===== src/rtl/wf_trigger_conditioner_if.sv =====
// Configuration and status bundle for wf_trigger_conditioner.
// The register side (master) drives the configuration and reads back status.
// The conditioner (slave) consumes the configuration and drives status.
//   en        arm the trigger path (0 forces the output idle)
//   edge_sel  00 rising, 01 falling, 10 both, 11 none
//   filt_len  consecutive stable cycles required to accept a level change
//   holdoff   cycles after an accepted trigger during which edges are rejected
//   cnt_clr   one-cycle synchronous clear of both counters
//   trg_lvl   filtered pin level
//   busy      1 while in holdoff
//   acc_cnt   accepted triggers, saturating
//   rej_cnt   edges rejected during holdoff, saturating
interface wf_trigger_conditioner_if #(
   parameter int FILT_W = 16,
   parameter int HOLD_W = 24,
   parameter int CNT_W  = 16
);
   logic              en;
   logic [1:0]        edge_sel;
   logic [FILT_W-1:0] filt_len;
   logic [HOLD_W-1:0] holdoff;
   logic              cnt_clr;
   logic              trg_lvl;
   logic              busy;
   logic [CNT_W-1:0]  acc_cnt;
   logic [CNT_W-1:0]  rej_cnt;

   modport master (
      output en, edge_sel, filt_len, holdoff, cnt_clr,
      input  trg_lvl, busy, acc_cnt, rej_cnt
   );

   modport slave (
      input  en, edge_sel, filt_len, holdoff, cnt_clr,
      output trg_lvl, busy, acc_cnt, rej_cnt
   );
endinterface


===== src/rtl/wf_trigger_conditioner.sv =====
// Conditions the raw external Waveform trigger pin: synchronises it, removes
// glitches, selects the active edge, applies a programmable holdoff and emits
// a clean active-low one-cycle trigger pulse. Accepted and rejected triggers
// are counted for readback.
//   i_clk      system clock
//   i_rst      asynchronous reset, active-low
//   i_trg_pin  raw external trigger pin (asynchronous)
//   cfg        configuration/status bundle (slave side)
//   o_wf_trg   to the Waveform trigger input: idle 1, one-cycle 0 per trigger
//
// state    | meaning
// ---------+--------------------------------------------------------------
// IDLE     | path disarmed; edges ignored and not counted
// ARMED    | waiting for the selected edge
// HOLDOFF  | trigger just issued; edges are counted as rejected
module wf_trigger_conditioner #(
   parameter int SYNC_STAGES = 2,
   parameter int FILT_W      = 16,
   parameter int HOLD_W      = 24,
   parameter int CNT_W       = 16
) (
   input  logic                     i_clk,
   input  logic                     i_rst,
   input  logic                     i_trg_pin,
   wf_trigger_conditioner_if.slave  cfg,
   output logic                     o_wf_trg
);

   localparam logic [1:0] ST_IDLE    = 2'd0;
   localparam logic [1:0] ST_ARMED   = 2'd1;
   localparam logic [1:0] ST_HOLDOFF = 2'd2;

   localparam logic [1:0] EDGE_RISE  = 2'b00;
   localparam logic [1:0] EDGE_FALL  = 2'b01;
   localparam logic [1:0] EDGE_BOTH  = 2'b10;

   logic [SYNC_STAGES-1:0] sync_q;
   logic                   s_pin;
   logic                   filt_lvl_q, filt_lvl_d;
   logic [FILT_W-1:0]      filt_cnt_q, filt_cnt_d;
   logic                   filt_dly_q;
   logic                   rise, fall, edge_det;
   logic [1:0]             state_q, state_d;
   logic [HOLD_W-1:0]      hold_cnt_q, hold_cnt_d;
   logic                   hold_done;
   logic                   accept, reject;
   logic                   wf_trg_q, wf_trg_d;
   logic [CNT_W-1:0]       acc_cnt_q, acc_cnt_d;
   logic [CNT_W-1:0]       rej_cnt_q, rej_cnt_d;

   assign s_pin = sync_q[SYNC_STAGES-1];

   // Level changes only after the synchronised pin has disagreed with the
   // accepted level for more than filt_len consecutive cycles. The counter
   // cannot wrap: once it reaches all-ones it already satisfies the compare.
   always_comb begin
      filt_lvl_d = filt_lvl_q;
      filt_cnt_d = filt_cnt_q;
      if (s_pin == filt_lvl_q) begin
         filt_cnt_d = '0;
      end else if (filt_cnt_q >= cfg.filt_len) begin
         filt_lvl_d = s_pin;
         filt_cnt_d = '0;
      end else begin
         filt_cnt_d = filt_cnt_q + FILT_W'(1);
      end
   end

   assign rise = filt_lvl_q & ~filt_dly_q;
   assign fall = ~filt_lvl_q & filt_dly_q;

   always_comb begin
      case (cfg.edge_sel)
         EDGE_RISE: edge_det = rise;
         EDGE_FALL: edge_det = fall;
         EDGE_BOTH: edge_det = rise | fall;
         default:   edge_det = 1'b0;
      endcase
   end

   // Compared one bit wider so holdoff values of 0 and 1 both end the
   // holdoff after a single cycle, and a holdoff lowered on the fly below
   // the running count still releases immediately.
   assign hold_done = ((HOLD_W+1)'(hold_cnt_q) + (HOLD_W+1)'(1)) >= (HOLD_W+1)'(cfg.holdoff);

   always_comb begin
      state_d    = state_q;
      hold_cnt_d = hold_cnt_q;
      accept     = 1'b0;
      reject     = 1'b0;
      if (!cfg.en) begin
         state_d = ST_IDLE;
      end else begin
         case (state_q)
            ST_IDLE: begin
               state_d = ST_ARMED;
            end
            ST_ARMED: begin
               if (edge_det) begin
                  accept     = 1'b1;
                  hold_cnt_d = '0;
                  state_d    = ST_HOLDOFF;
               end
            end
            ST_HOLDOFF: begin
               reject     = edge_det;
               hold_cnt_d = hold_cnt_q + HOLD_W'(1);
               if (hold_done) begin
                  state_d = ST_ARMED;
               end
            end
            default: begin
               state_d = ST_IDLE;
            end
         endcase
      end
   end

   assign wf_trg_d = ~accept;

   // Clear wins over increment, except a coincident event leaves a count of 1.
   always_comb begin
      acc_cnt_d = acc_cnt_q;
      if (cfg.cnt_clr) begin
         acc_cnt_d = accept ? CNT_W'(1) : '0;
      end else if (accept && (acc_cnt_q != '1)) begin
         acc_cnt_d = acc_cnt_q + CNT_W'(1);
      end
   end

   always_comb begin
      rej_cnt_d = rej_cnt_q;
      if (cfg.cnt_clr) begin
         rej_cnt_d = reject ? CNT_W'(1) : '0;
      end else if (reject && (rej_cnt_q != '1)) begin
         rej_cnt_d = rej_cnt_q + CNT_W'(1);
      end
   end

   always_ff @(posedge i_clk or negedge i_rst) begin
      if (!i_rst) begin
         sync_q     <= '0;
         filt_lvl_q <= 1'b0;
         filt_cnt_q <= '0;
         filt_dly_q <= 1'b0;
         state_q    <= ST_IDLE;
         hold_cnt_q <= '0;
         wf_trg_q   <= 1'b1;
         acc_cnt_q  <= '0;
         rej_cnt_q  <= '0;
      end else begin
         sync_q     <= {sync_q[SYNC_STAGES-2:0], i_trg_pin};
         filt_lvl_q <= filt_lvl_d;
         filt_cnt_q <= filt_cnt_d;
         filt_dly_q <= filt_lvl_q;
         state_q    <= state_d;
         hold_cnt_q <= hold_cnt_d;
         wf_trg_q   <= wf_trg_d;
         acc_cnt_q  <= acc_cnt_d;
         rej_cnt_q  <= rej_cnt_d;
      end
   end

   assign o_wf_trg    = wf_trg_q;
   assign cfg.trg_lvl = filt_lvl_q;
   assign cfg.busy    = (state_q == ST_HOLDOFF);
   assign cfg.acc_cnt = acc_cnt_q;
   assign cfg.rej_cnt = rej_cnt_q;

endmodule


===== src/flat_wrapper.sv =====
// flat-port wrapper written by rule: the top's interface ports become plain ports
module wf_trigger_conditioner_flat 
#(
   parameter int SYNC_STAGES = 2,
   parameter int FILT_W      = 16,
   parameter int HOLD_W      = 24,
   parameter int CNT_W       = 16
)
  (i_clk, i_rst, i_trg_pin, o_wf_trg, cfg_en, cfg_edge_sel, cfg_filt_len, cfg_holdoff, cfg_cnt_clr, cfg_trg_lvl, cfg_busy, cfg_acc_cnt, cfg_rej_cnt);
  wf_trigger_conditioner_if #(.FILT_W(FILT_W), .HOLD_W(HOLD_W), .CNT_W(CNT_W)) cfg_i ();
  input  logic i_clk;
  input  logic i_rst;
  input  logic i_trg_pin;
  output logic o_wf_trg;
  input wire logic [$bits(cfg_i.en)-1:0] cfg_en;
  input wire logic [$bits(cfg_i.edge_sel)-1:0] cfg_edge_sel;
  input wire logic [$bits(cfg_i.filt_len)-1:0] cfg_filt_len;
  input wire logic [$bits(cfg_i.holdoff)-1:0] cfg_holdoff;
  input wire logic [$bits(cfg_i.cnt_clr)-1:0] cfg_cnt_clr;
  output wire logic [$bits(cfg_i.trg_lvl)-1:0] cfg_trg_lvl;
  output wire logic [$bits(cfg_i.busy)-1:0] cfg_busy;
  output wire logic [$bits(cfg_i.acc_cnt)-1:0] cfg_acc_cnt;
  output wire logic [$bits(cfg_i.rej_cnt)-1:0] cfg_rej_cnt;
  assign cfg_i.en = cfg_en;
  assign cfg_i.edge_sel = cfg_edge_sel;
  assign cfg_i.filt_len = cfg_filt_len;
  assign cfg_i.holdoff = cfg_holdoff;
  assign cfg_i.cnt_clr = cfg_cnt_clr;
  assign cfg_trg_lvl = cfg_i.trg_lvl;
  assign cfg_busy = cfg_i.busy;
  assign cfg_acc_cnt = cfg_i.acc_cnt;
  assign cfg_rej_cnt = cfg_i.rej_cnt;
  wf_trigger_conditioner #(.SYNC_STAGES(SYNC_STAGES), .FILT_W(FILT_W), .HOLD_W(HOLD_W), .CNT_W(CNT_W)) u_core (.i_clk(i_clk), .i_rst(i_rst), .i_trg_pin(i_trg_pin), .cfg(cfg_i), .o_wf_trg(o_wf_trg));
endmodule

===== config.mk =====
export PLATFORM = sky130hd
export DESIGN_NAME = wf_trigger_conditioner_flat
export DESIGN_NICKNAME = d
export VERILOG_FILES = /design/src/rtl/wf_trigger_conditioner_if.sv /design/src/rtl/wf_trigger_conditioner.sv /design/src/flat_wrapper.sv
export SDC_FILE = /design/constraint.sdc
export NUM_CORES = 1
export LEC_CHECK = 0
export BUFFER_PORTS_ARGS = -buffer_cell sky130_fd_sc_hd__buf_2
export CAP_MARGIN = 15
export CORE_UTILIZATION = 52
export DETAILED_ROUTE_END_ITERATION = 8
export GPL_TIMING_DRIVEN = 1
export PLACE_DENSITY_LB_ADDON = 0.08
export SLEW_MARGIN = 20
export SYNTH_ARGS = -nofsm -noshare
export SYNTH_HDL_FRONTEND = slang
export SYNTH_SLANG_ARGS = --single-unit

===== constraint.sdc =====
create_clock -name i_clk -period 2.57 [get_ports i_clk]
set_input_delay 0.257 -clock i_clk [delete_from_list [all_inputs] [get_ports i_clk]]
set_output_delay 0.257 -clock i_clk [all_outputs]
set_load 0.05 [all_outputs]

==> results.toml, run 1 <==
[global_route]
grt_use_total_pct = 24.7
grt_max_degree = 46
grt_antenna_before_repair = 0
grt_overflow = 0
grt_pass1_wl_um = 20200
grt_pass1_vias = 4396

[yosys]
synth_edf_count = 0
synth-simple-area-share_pct = 23.3
yosysSeqAreaShare_pct = 38.5
yosys.area_share.adder_pct = 11.2
syn-num-nets = 677
synth_seq_cells = 79
syn_inst = 584
synth_top_area_share_pct = 38.0
synth_cell_types = 55
yosysWarnings = 0
synth_top_cells_by_count = "dfrtp_1, nor2_1, nand2_1, inv_1, ha_1"
yosysMostFrequentCell = "dfrtp_1"
synth_ff_type = "dfrtp_1"
avgSynthCellArea_um2 = 8.79
synth_top_cell_by_area = "dfrtp_1"
synth_top_family_by_area = "simple AND/OR/NAND/NOR gates"
async_flop_share_pct = 100
synth.area.top_cells = "dfrtp_1, ha_1, xor2_1"
synth_xor_area_share_pct = 9.89
synth_compound_area_share_pct = 11.5
synth_mux_area_share_pct = 0.609
synth_area_um2 = 5140

[timing]
tightestPinTransition_ns = 0.619
finalSetupViolCount = 2
period_minus_slack_ns = 2.77
final-hold-violation-count = 0
relSlewSlack_pct = 58.7
holdWs_ns = 0.0170
fmax_mhz = 361
finClkSkew_ns = 0.0127
fin_crit_sh_pct = 108
setup_slack_ns = -0.202
rsz0062_at_grt = "true"
slew_viol_final = 0
finalSetupTns_ns = -0.378

[final_layout]
layoutNonFillerInstCount = 846
fin_util_pct = 67.9
area_growth_syn_to_layout_pct = 24.4
design_area_um2 = 6390
antenna_cells = 0
drive_above_1_share_pct = 25.2
nets = 805

[clock_tree]
cts_made_buffers = 9
cts_max_path_buffers = 2
root_buffer = "clkbuf_8"
clock_sinks = 79
insertion_delay_ns = 0.36
clk_pin_slew_ns = 0.09
cts_tree = "done"
cts-htree-levels = 3

[place]
dp.cells = 822
dpl_cell_area_um2 = 6040
gp_congestion = 0.882
post-dp-hpwl_um = 8740
port_buffers = 81
post-place-ws_ns = -0.0825

[route]
drt_iter0_drc = 164
vias = 4612
dr.pass1.iters = 4
postRouteAntennaNets = 0
routed_wl_um = 11900
drcViolationCount = 0
wl_per_cell_um = 14.1
vias_per_cell = 5.45

[power_and_ir_drop]
p_per_area_nw_per_um2 = 391
power_mw = 2.50
peakVddDrop_mv = 0.365
total_leakage_power_nw = 3.33

[die]
core_area_um2 = 9420
io_pins = 82
die_h_um = 101
dieArea_um2 = 10300
fp.dieW_um = 101
start_util_pct = 54.6
row_count = 35

[worst_setup_path]
worstPathRequired_ns = 2.80
worstPathArrival_ns = 3.00
startpoint_type = "flip-flop"
worstSetupPathType = "reg -> reg"
crit_fanout = 5
cp-end-kind = "flip-flop"

[status]
status = "finished, violations left"
violations = "negative setup slack"

[min_path]
hp-class = "in -> reg"

[run]
drv_cap = 0
flip-flops by register name (all words and copies together) (netlist names):
register and cells:
u_core.hold_cnt_q 24, u_core.cfg.acc_cnt 16, u_core.cfg.rej_cnt 16, u_core.filt_cnt_q 16, u_core.state_q 2, u_core.sync_q 2, u_core.cfg.trg_lvl 1, u_core.filt_dly_q 1
u_core.o_wf_trg 1
worst max-delay path, stage by stage, from the launching register on:
cell     delay, ns
dfrtp_1       0.37
and4_4        0.26
nand4_4       0.13
nor3_4        0.35
xor2_1        0.18
ha_1          0.27
and3_4        0.19
a221o_1       0.32
a211o_1       0.27
a31oi_2       0.17
a31oi_1       0.13
cell families (layout without fill, tap and decap cells):
| family | count (synthesis) | after routing |
|---|---|---|
| buf+inv | 67 | 200 |
| flops | 79 | 79 |
| simple gates | 238 | 238 |
| fa+ha+maj | 46 | 46 |
| compound gates | 93 | 93 |
| mux | 3 | 3 |
| xor+xnor | 58 | 58 |
layout by cell type (no fill, tap or decap), drive strengths merged, types with 2 or more instances in the layout:
cell type / n
clkinv: 2
or4: 2
a21o: 4
a31oi: 6
a22o: 3
o31ai: 7
nand3: 41
inv: 50
xnor2: 27
dfrtp: 78
clkbuf: 11
a221oi: 2
nor2b: 2
mux2i: 2
o21ai: 33
nand2b: 2
o211ai: 3
nand3b: 2
buf: 134
nor2: 65
and2: 5
a41oi: 2
a21oi: 17
a211oi: 4
and3: 19
nand4: 12
ha: 46
nand2: 53
and4: 10
nor3b: 3
nor3: 18
xor2: 31
worst paths after layout:
check	startpoint	end	slack (ns)	depth (start not counted)
max	u_core.hold_cnt_q[7]	u_core.state_q[0]	-0.20	10
min	i_trg_pin	u_core.sync_q[0]	0.02	1
max reg2reg	u_core.hold_cnt_q[7]	u_core.state_q[0]	-0.20	10
min reg2reg	u_core.sync_q[0]	u_core.sync_q[1]	0.36	0
max in group asynchronous	i_rst	u_core.hold_cnt_q[18]	1.45	3
min in group asynchronous	i_rst	u_core.filt_cnt_q[6]	0.43	2
routing by layer:
| layer | global-route usage (%) | wire length (µm) |
|---|---|---|
| met2 | 42.2 | 5840 |
| met3 | 3.38 | 407 |
| met1 | 33.1 | 5480 |
| met5 | 0 | 0 |
| met4 | 6.80 | 167 |
power breakdown:
group | total (mW) | internal [mW] | leakage (nW) | switching [mW]
logic | 0.232 | 0.0970 | 2.13 | 0.135
clock network | 0.993 | 0.509 | 0.106 | 0.484
registers | 1.27 | 1.26 | 1.09 | 0.0174
total | 2.50 | 1.86 | 3.33 | 0.636
area by class of cell:
class | count | area, µm²
Clock buffer | 11 | 151
Timing Repair Buffer | 135 | 820
Sequential cell | 79 | 1980
Tap cell | 129 | 161
Inverter | 49 | 184
Clock inverter | 5 | 63.8
Fill cell | 755 | 3030
Multi-Input combinational cell | 438 | 3030
what timing repair did:
item / 4_1_cts / 5_1_grt
setup endpoints to repair: 2 / 2
setup buffers: 3 / 4
resized for setup: 3 / 13
hold endpoints to repair: 42 / 0
hold buffers: 1 / 0
cloned: 0 / 0
pin swaps: 0 / 11
Power figures use the tool's default switching activity.
==> run 2, diff against run 1 <==
--- a/config.mk
+++ b/config.mk
@@ -5,9 +5,10 @@
 export SDC_FILE = /design/constraint.sdc
 export NUM_CORES = 1
 export LEC_CHECK = 0
+export ABC_AREA = 1
 export BUFFER_PORTS_ARGS = -buffer_cell sky130_fd_sc_hd__buf_2
 export CAP_MARGIN = 15
-export CORE_UTILIZATION = 52
+export CORE_UTILIZATION = 53
 export DETAILED_ROUTE_END_ITERATION = 8
 export GPL_TIMING_DRIVEN = 1
 export PLACE_DENSITY_LB_ADDON = 0.08
==> run 2 against run 1 <==
  * The flow now finishes without violations
  * Setup slack better by 0.27 ns
  * Sequential power up 17%
  * Global-route usage up 1.4 points
  * Register-to-register slack better by 0.27 ns
  * Critical path type unchanged
  * Highest routed layer unchanged
==> results.toml, run 2 <==
[status]
status = "complete, no violations"

[timing]
fmax_mhz = 400
holdWs_ns = 0.301
period_minus_slack_ns = 2.50
finalSetupViolCount = 0
final-hold-violation-count = 0
tightestPinTransition_ns = 0.744
slew_viol_final = 0
relSlewSlack_pct = 50.4
finClkSkew_ns = 0.0111
fin_crit_sh_pct = 97.4

[die]
io_pins = 82
core_area_um2 = 10400
row_count = 37
die_h_um = 106
dieArea_um2 = 11200
fp.dieW_um = 106
start_util_pct = 55.0

[worst_setup_path]
cp-end-kind = "flip-flop"
reg2regPathDepth = 18
worstReg2RegEnd = "u_core.state_q[1]"
worstSetupPathType = "reg -> reg"
regToRegSetupSlack_ns = 0.07
crit_fanout = 3
worstPathRequired_ns = 2.83
r2r-start = "u_core.hold_cnt_q[0]"
startpoint_type = "flip-flop"
worstPathArrival_ns = 2.76

[clock_tree]
clk_pin_slew_ns = 0.09
insertion_delay_ns = 0.37
cts-htree-levels = 3
root_buffer = "clkbuf_8"
cts_tree = "done"
clock_sinks = 79
cts_made_buffers = 9
cts_max_path_buffers = 2

[yosys]
yosysMostFrequentCell = "nand2_1"
synth_compound_area_share_pct = 9.46
synth_top_cell_by_area = "dfrtp_1"
synth_top_family_by_area = "simple AND/OR/NAND/NOR gates"
synth_mux_area_share_pct = 0
synth.area.top_cells = "dfrtp_1, nand2_1, ha_1"
async_flop_share_pct = 100
synth_top_cells_by_count = "nand2_1, inv_1, nor2_1, dfrtp_1, nand3_1"
yosysSeqAreaShare_pct = 34.7
synth-simple-area-share_pct = 29.2
synth_cell_types = 36
syn-num-nets = 891
synth_top_area_share_pct = 34.2
yosysWarnings = 0
synth_seq_cells = 79
avgSynthCellArea_um2 = 7.15
synth_area_um2 = 5700
synth_xor_area_share_pct = 5.68
synth_edf_count = 0
syn_inst = 798
yosys.area_share.adder_pct = 10.1
synth_ff_type = "dfrtp_1"

[min_path]
whs_path_depth = 5
hold_start = "cfg_en"
whs_endpoint = "u_core.state_q[0]"
hp-class = "in -> reg"

[final_layout]
design_area_um2 = 6880
antenna_cells = 0
area_growth_syn_to_layout_pct = 20.7
final_cell_mix = "nand2_1, inv_1, buf_2"
layout_commonest_cell = "nand2_1"
fillCellCount = 877
nets = 997
largest_register = "u_core.hold_cnt_q"
drive_above_1_share_pct = 20.4
largest_register_ffs = 24

[global_route]
grt_use_total_pct = 26.1
grt_overflow = 0
grt_antenna_before_repair = 0
grt_max_degree = 80
grt_pass1_wl_um = 23200
grt_pass1_vias = 5085

[route]
drt_iter0_drc = 396
vias = 5497
dr.pass1.iters = 5
wl_per_cell_um = 13.8
postRouteAntennaNets = 0
vias_per_cell = 5.26
drcViolationCount = 0
routed_wl_um = 14500

[place]
dpl_cell_area_um2 = 6290
gp_congestion = 0.949
port_buffers = 81
post-dp-hpwl_um = 10600

[power_and_ir_drop]
power_mw = 3.58
total_leakage_power_nw = 3.62
peakVddDrop_mv = 0.355
p_per_area_nw_per_um2 = 520

[run]
drv_cap = 0
[run 2: cell count changes in the layout (fill, tap and decap cells not counted), moves of 8 or more]
cell	previous run	this run
nor2_1	64	74
and4_1	9	0
nor3_1	14	22
buf_4	53	19
nand2_1	50	177
nand4_1	11	19
o21ai_2	0	9
nand3_1	36	49
inv_1	49	145
and3_1	16	0
xnor2_1	24	5
o22ai_1	0	12
[run 2: final cells by class]
class | count | area, µm² | share of cell area [%]
clock buffer | 10 | 138 | 2.00
sequential | 79 | 1980 | 28.8
inverter | 153 | 577 | 8.38
timing repair buffer | 104 | 597 | 8.67
clock inverter | 6 | 90.1 | 1.31
multi-input combinational | 557 | 3330 | 48.4
tap | 136 | 170 | 2.47
[run 2: per-layer routing]
layer | wire length (µm) | track usage, %
met4 | 283 | 6.85
met5 | 0 | 0
met3 | 787 | 5.44
met2 | 6850 | 42.7
met1 | 6540 | 35.2
[run 2: critical path: stages (launching register included)]
cell and delay, ns:
dfrtp_1 0.39, ha_2 0.20, nand2_2 0.06, nor2_4 0.17
nand2_4 0.10, inv_4 0.07, nand2_2 0.06, nor2_2 0.12
nand2_1 0.08, nand2_1 0.10, inv_1 0.08, ha_4 0.27
nand4_1 0.14, nor2_4 0.18, nand3_2 0.07, nand3_1 0.08
nor2_1 0.05, nand3_2 0.10, nand2_1 0.06
[run 2: logic make-up (layout without fill, tap and decap cells)]
kind of cell / Yosys count / after routing
simple gates: 384 / 384
buf+inv: 162 / 273
compound gates: 90 / 90
flops: 79 / 79
fa+ha+maj: 46 / 46
xor+xnor: 37 / 37
[run 2: repair_timing]
| item | CTS | global route |
|---|---|---|
| buffers inserted | 2 | 11 |
| setup endpoints to repair | 2 | 2 |
| hold endpoints to repair | 1 | 62 |
| pin swaps | 2 | 22 |
| resized for setup | 7 | 54 |
| hold buffers | 1 | 1 |
[run 2: power by group]
group	switching, mW	internal (mW)
combinational	0.598	0.395
sequential	0.135	1.36
clock	0.511	0.579
[run 2: how the worst max path moves through the flow]
stage	from	endpoint	slack, ns	cells after the start
after floorplan	u_core.hold_cnt_q[0]	u_core.state_q[0]	0.13	18
after global placement	u_core.hold_cnt_q[0]	u_core.state_q[0]	-0.09	19
after detailed placement	u_core.hold_cnt_q[0]	u_core.state_q[0]	-0.14	19
after CTS	u_core.hold_cnt_q[1]	u_core.state_q[0]	0.02	18
after global routing	u_core.hold_cnt_q[1]	u_core.state_q[1]	-0.08	18
final	u_core.hold_cnt_q[0]	u_core.state_q[1]	0.07	18
[run 2: metrics by stage]
step                TNS (ns)  std cells  setup WS [ns]  util, %
finish                     0       1045         0.0675     66.4
global route          -0.159       1045        -0.0807     66.4
CTS                        0       1033         0.0195     63.4
detailed placement    -0.226       1014         -0.144     60.7
global placement      -0.113       1014        -0.0858     60.7
floorplan                  0        798          0.127        -
==> run 3, diff against run 2 <==
--- a/config.mk
+++ b/config.mk
@@ -8,7 +8,7 @@
 export ABC_AREA = 1
 export BUFFER_PORTS_ARGS = -buffer_cell sky130_fd_sc_hd__buf_2
 export CAP_MARGIN = 15
-export CORE_UTILIZATION = 53
+export CORE_UTILIZATION = 50
 export DETAILED_ROUTE_END_ITERATION = 8
 export GPL_TIMING_DRIVEN = 1
 export PLACE_DENSITY_LB_ADDON = 0.08
==> run 3 against run 2 <==
  * The run now ends with negative hold slack left
  * Total power grew 3.0%
  * Sequential cell count is the same
  * Routed wire length shrank 1.8%
  * Maximum frequency is essentially flat
  * Critical path type unchanged
  * Largest power group unchanged
  * Highest routed layer unchanged
==> results.toml, run 3 (synthesized netlist as in run 2, its figures left out) <==
[status]
status = "finished, violations left"
violations = "negative hold slack"

[min_path]
hp-class = "in -> async"

[worst_setup_path]
worstPathRequired_ns = 2.81
crit_fanout = 7
cpLargestDelayFamily = "simple AND/OR/NAND/NOR gates"
critPathMaxStageDelay_ns = 0.36
slowest_stage = "dfrtp_1"
crit_buf_inv = 5
cp-end-kind = "flip-flop"
worstPathArrival_ns = 2.74
path_cells = "buf_4 -> nand3_4 -> nor2_2 -> inv_1 -> nor2_2 -> inv_1 -> nor2_4 -> xor2_2 -> ha_1 -> nand2_1 -> inv_1 -> nand2_1 -> nor2_2 -> nand3_1 -> nand3_1 -> nor2_1 -> nand3_2 -> o21ai_1 -> inv_1"
worstSetupPathType = "reg -> reg"
crit_top_cell = "inv_1"
startpoint_type = "flip-flop"

[final_layout]
nets = 1003
largest_register_ffs = 24
layout_commonest_cell = "nand2_1"
design_area_um2 = 6950
area_growth_syn_to_layout_pct = 21.8
antenna_cells = 0
drive_above_1_share_pct = 20.4
layoutNonFillerInstCount = 1055
final_cell_mix = "nand2_1, inv_1, buf_2"
largest_register = "u_core.hold_cnt_q"
fillCellCount = 1016

[power_and_ir_drop]
p_int_mw = 2.45
p_sw_mw = 1.23
p_per_area_nw_per_um2 = 530
p_clk_share_pct = 34.1
p_comb_share_pct = 25.4
total_leakage_power_nw = 3.67
p_seq_share_pct = 40.5
peakVddDrop_mv = 0.412
switching_share_pct = 33.3

[die]
start_util_pct = 51.9
core_area_um2 = 11000
row_count = 38
fp.dieW_um = 109
dieArea_um2 = 11800
die_h_um = 109
io_pins = 82

[run]
drv_cap = 0

[place]
post-dp-hpwl_um = 10700
port_buffers = 81
dpl_cell_area_um2 = 6380
dp.cells = 1029
gp_congestion = 0.905

[route]
vias_per_cell = 5.20
dr.pass1.iters = 5
wl_per_cell_um = 13.5
drcViolationCount = 0
vias = 5483
routed_wl_um = 14200
postRouteAntennaNets = 0
drt_iter0_drc = 344

[timing]
holdWs_ns = -0.0730
finClkSkew_ns = 0.00791
fin_crit_sh_pct = 97.3
period_minus_slack_ns = 2.50
fmax_mhz = 400
finalSetupViolCount = 0
slew_viol_final = 0
final-hold-violation-count = 63
tightestPinTransition_ns = 0.744
relSlewSlack_pct = 50.4

[clock_tree]
hold_buffers = 0
clk_pin_slew_ns = 0.06
cts_tree = "done"
cts-htree-levels = 3
clock_sinks = 79
insertion_delay_ns = 0.35
root_buffer = "clkbuf_16"
cts_max_path_buffers = 2
cts_made_buffers = 9

[global_route]
grt_pass1_vias = 5205
grt_pass1_wl_um = 23500
grt_overflow = 0
grt_use_total_pct = 25.5
grt_max_degree = 80
grt_antenna_before_repair = 0
run 3: cell types whose count changed in the layout (fill, tap and decap cells not counted), sizes merged:
cell	change
buf	+8
bufinv	-2
clkinv	+2
dlygate4sd3	-2
clkbuf	+1
clkinvlp	-1
run 3: what timing repair did:
item | CTS | global route
setup endpoints to repair | 1 | 2
pin swaps | 2 | 14
buffers inserted | 4 | 6
cloned | 0 | 0
gates resized for setup | 4 | 42
run 3: per-layer routing:
metal  up-vias  track usage [%]  share of wire (%)
li1       2779                -                  -
met1      2536             33.1                 46
met2       148             42.7                 47
met3        20             3.35                4.2
met4         0             10.7                2.1
met5         -                0                  0
run 3: worst register-to-register path: cells and delay by family (launching register included):
kind            cells  cell delay, ns
compound gates      1            0.09
xor+xnor            1            0.17
fa+ha+maj           1            0.25
buf+inv             5            0.45
flops               1            0.36
simple gates       11            1.06
run 3: metrics by stage:
| stage | power (mW) | setup TNS [ns] | setup WS (ns) | hold slack, ns | utilization (%) |
|---|---|---|---|---|---|
| after floorplan | 2.04 | 0 | 0.127 | -0.0386 | - |
| after global placement | 2.32 | 0 | 0.00666 | 0.350 | 58.1 |
| after detailed placement | 2.34 | -0.0568 | -0.0568 | 0.338 | 58.1 |
| after CTS | 3.62 | 0 | 0.00736 | 0.0114 | 61.2 |
| after global routing | 3.93 | -0.0665 | -0.0566 | 0.0100 | 63.2 |
| final | 3.68 | 0 | 0.0698 | -0.0730 | 63.2 |
run 3: layout make-up:
type	instances	area (µm²)	area share, %
Tap cell	140	175	2.52
Timing Repair Buffer	110	629	9.06
Clock inverter	5	40.0	0.576
Clock buffer	11	253	3.64
Inverter	153	574	8.27
Sequential cell	79	1980	28.5
Multi-Input combinational cell	557	3290	47.4
run 3: path summary, 6_finish.rpt:
kind                            depth (start not counted)  slack [ns]            startpoint                   end
min in group i_clk                                      1        0.02             i_trg_pin      u_core.sync_q[0]
max in group asynchronous                               1        2.10                 i_rst  u_core.hold_cnt_q[2]
worst min-delay path                                    1       -0.07                 i_rst  u_core.hold_cnt_q[8]
worst max register to register                         19        0.07  u_core.hold_cnt_q[0]     u_core.state_q[0]
worst max-delay path                                   19        0.07  u_core.hold_cnt_q[0]     u_core.state_q[0]
worst min register to register                          0        0.35      u_core.sync_q[0]      u_core.sync_q[1]
run 3: power groups by stage:
stage               clock network, mW  registers [mW]  logic (mW)
floorplan                           0            1.47       0.570
detailed placement                  0            1.50       0.844
global route                     1.35            1.51        1.08
global placement                    0            1.50       0.826
finish                           1.26            1.49       0.936
CTS                              1.29            1.48       0.853
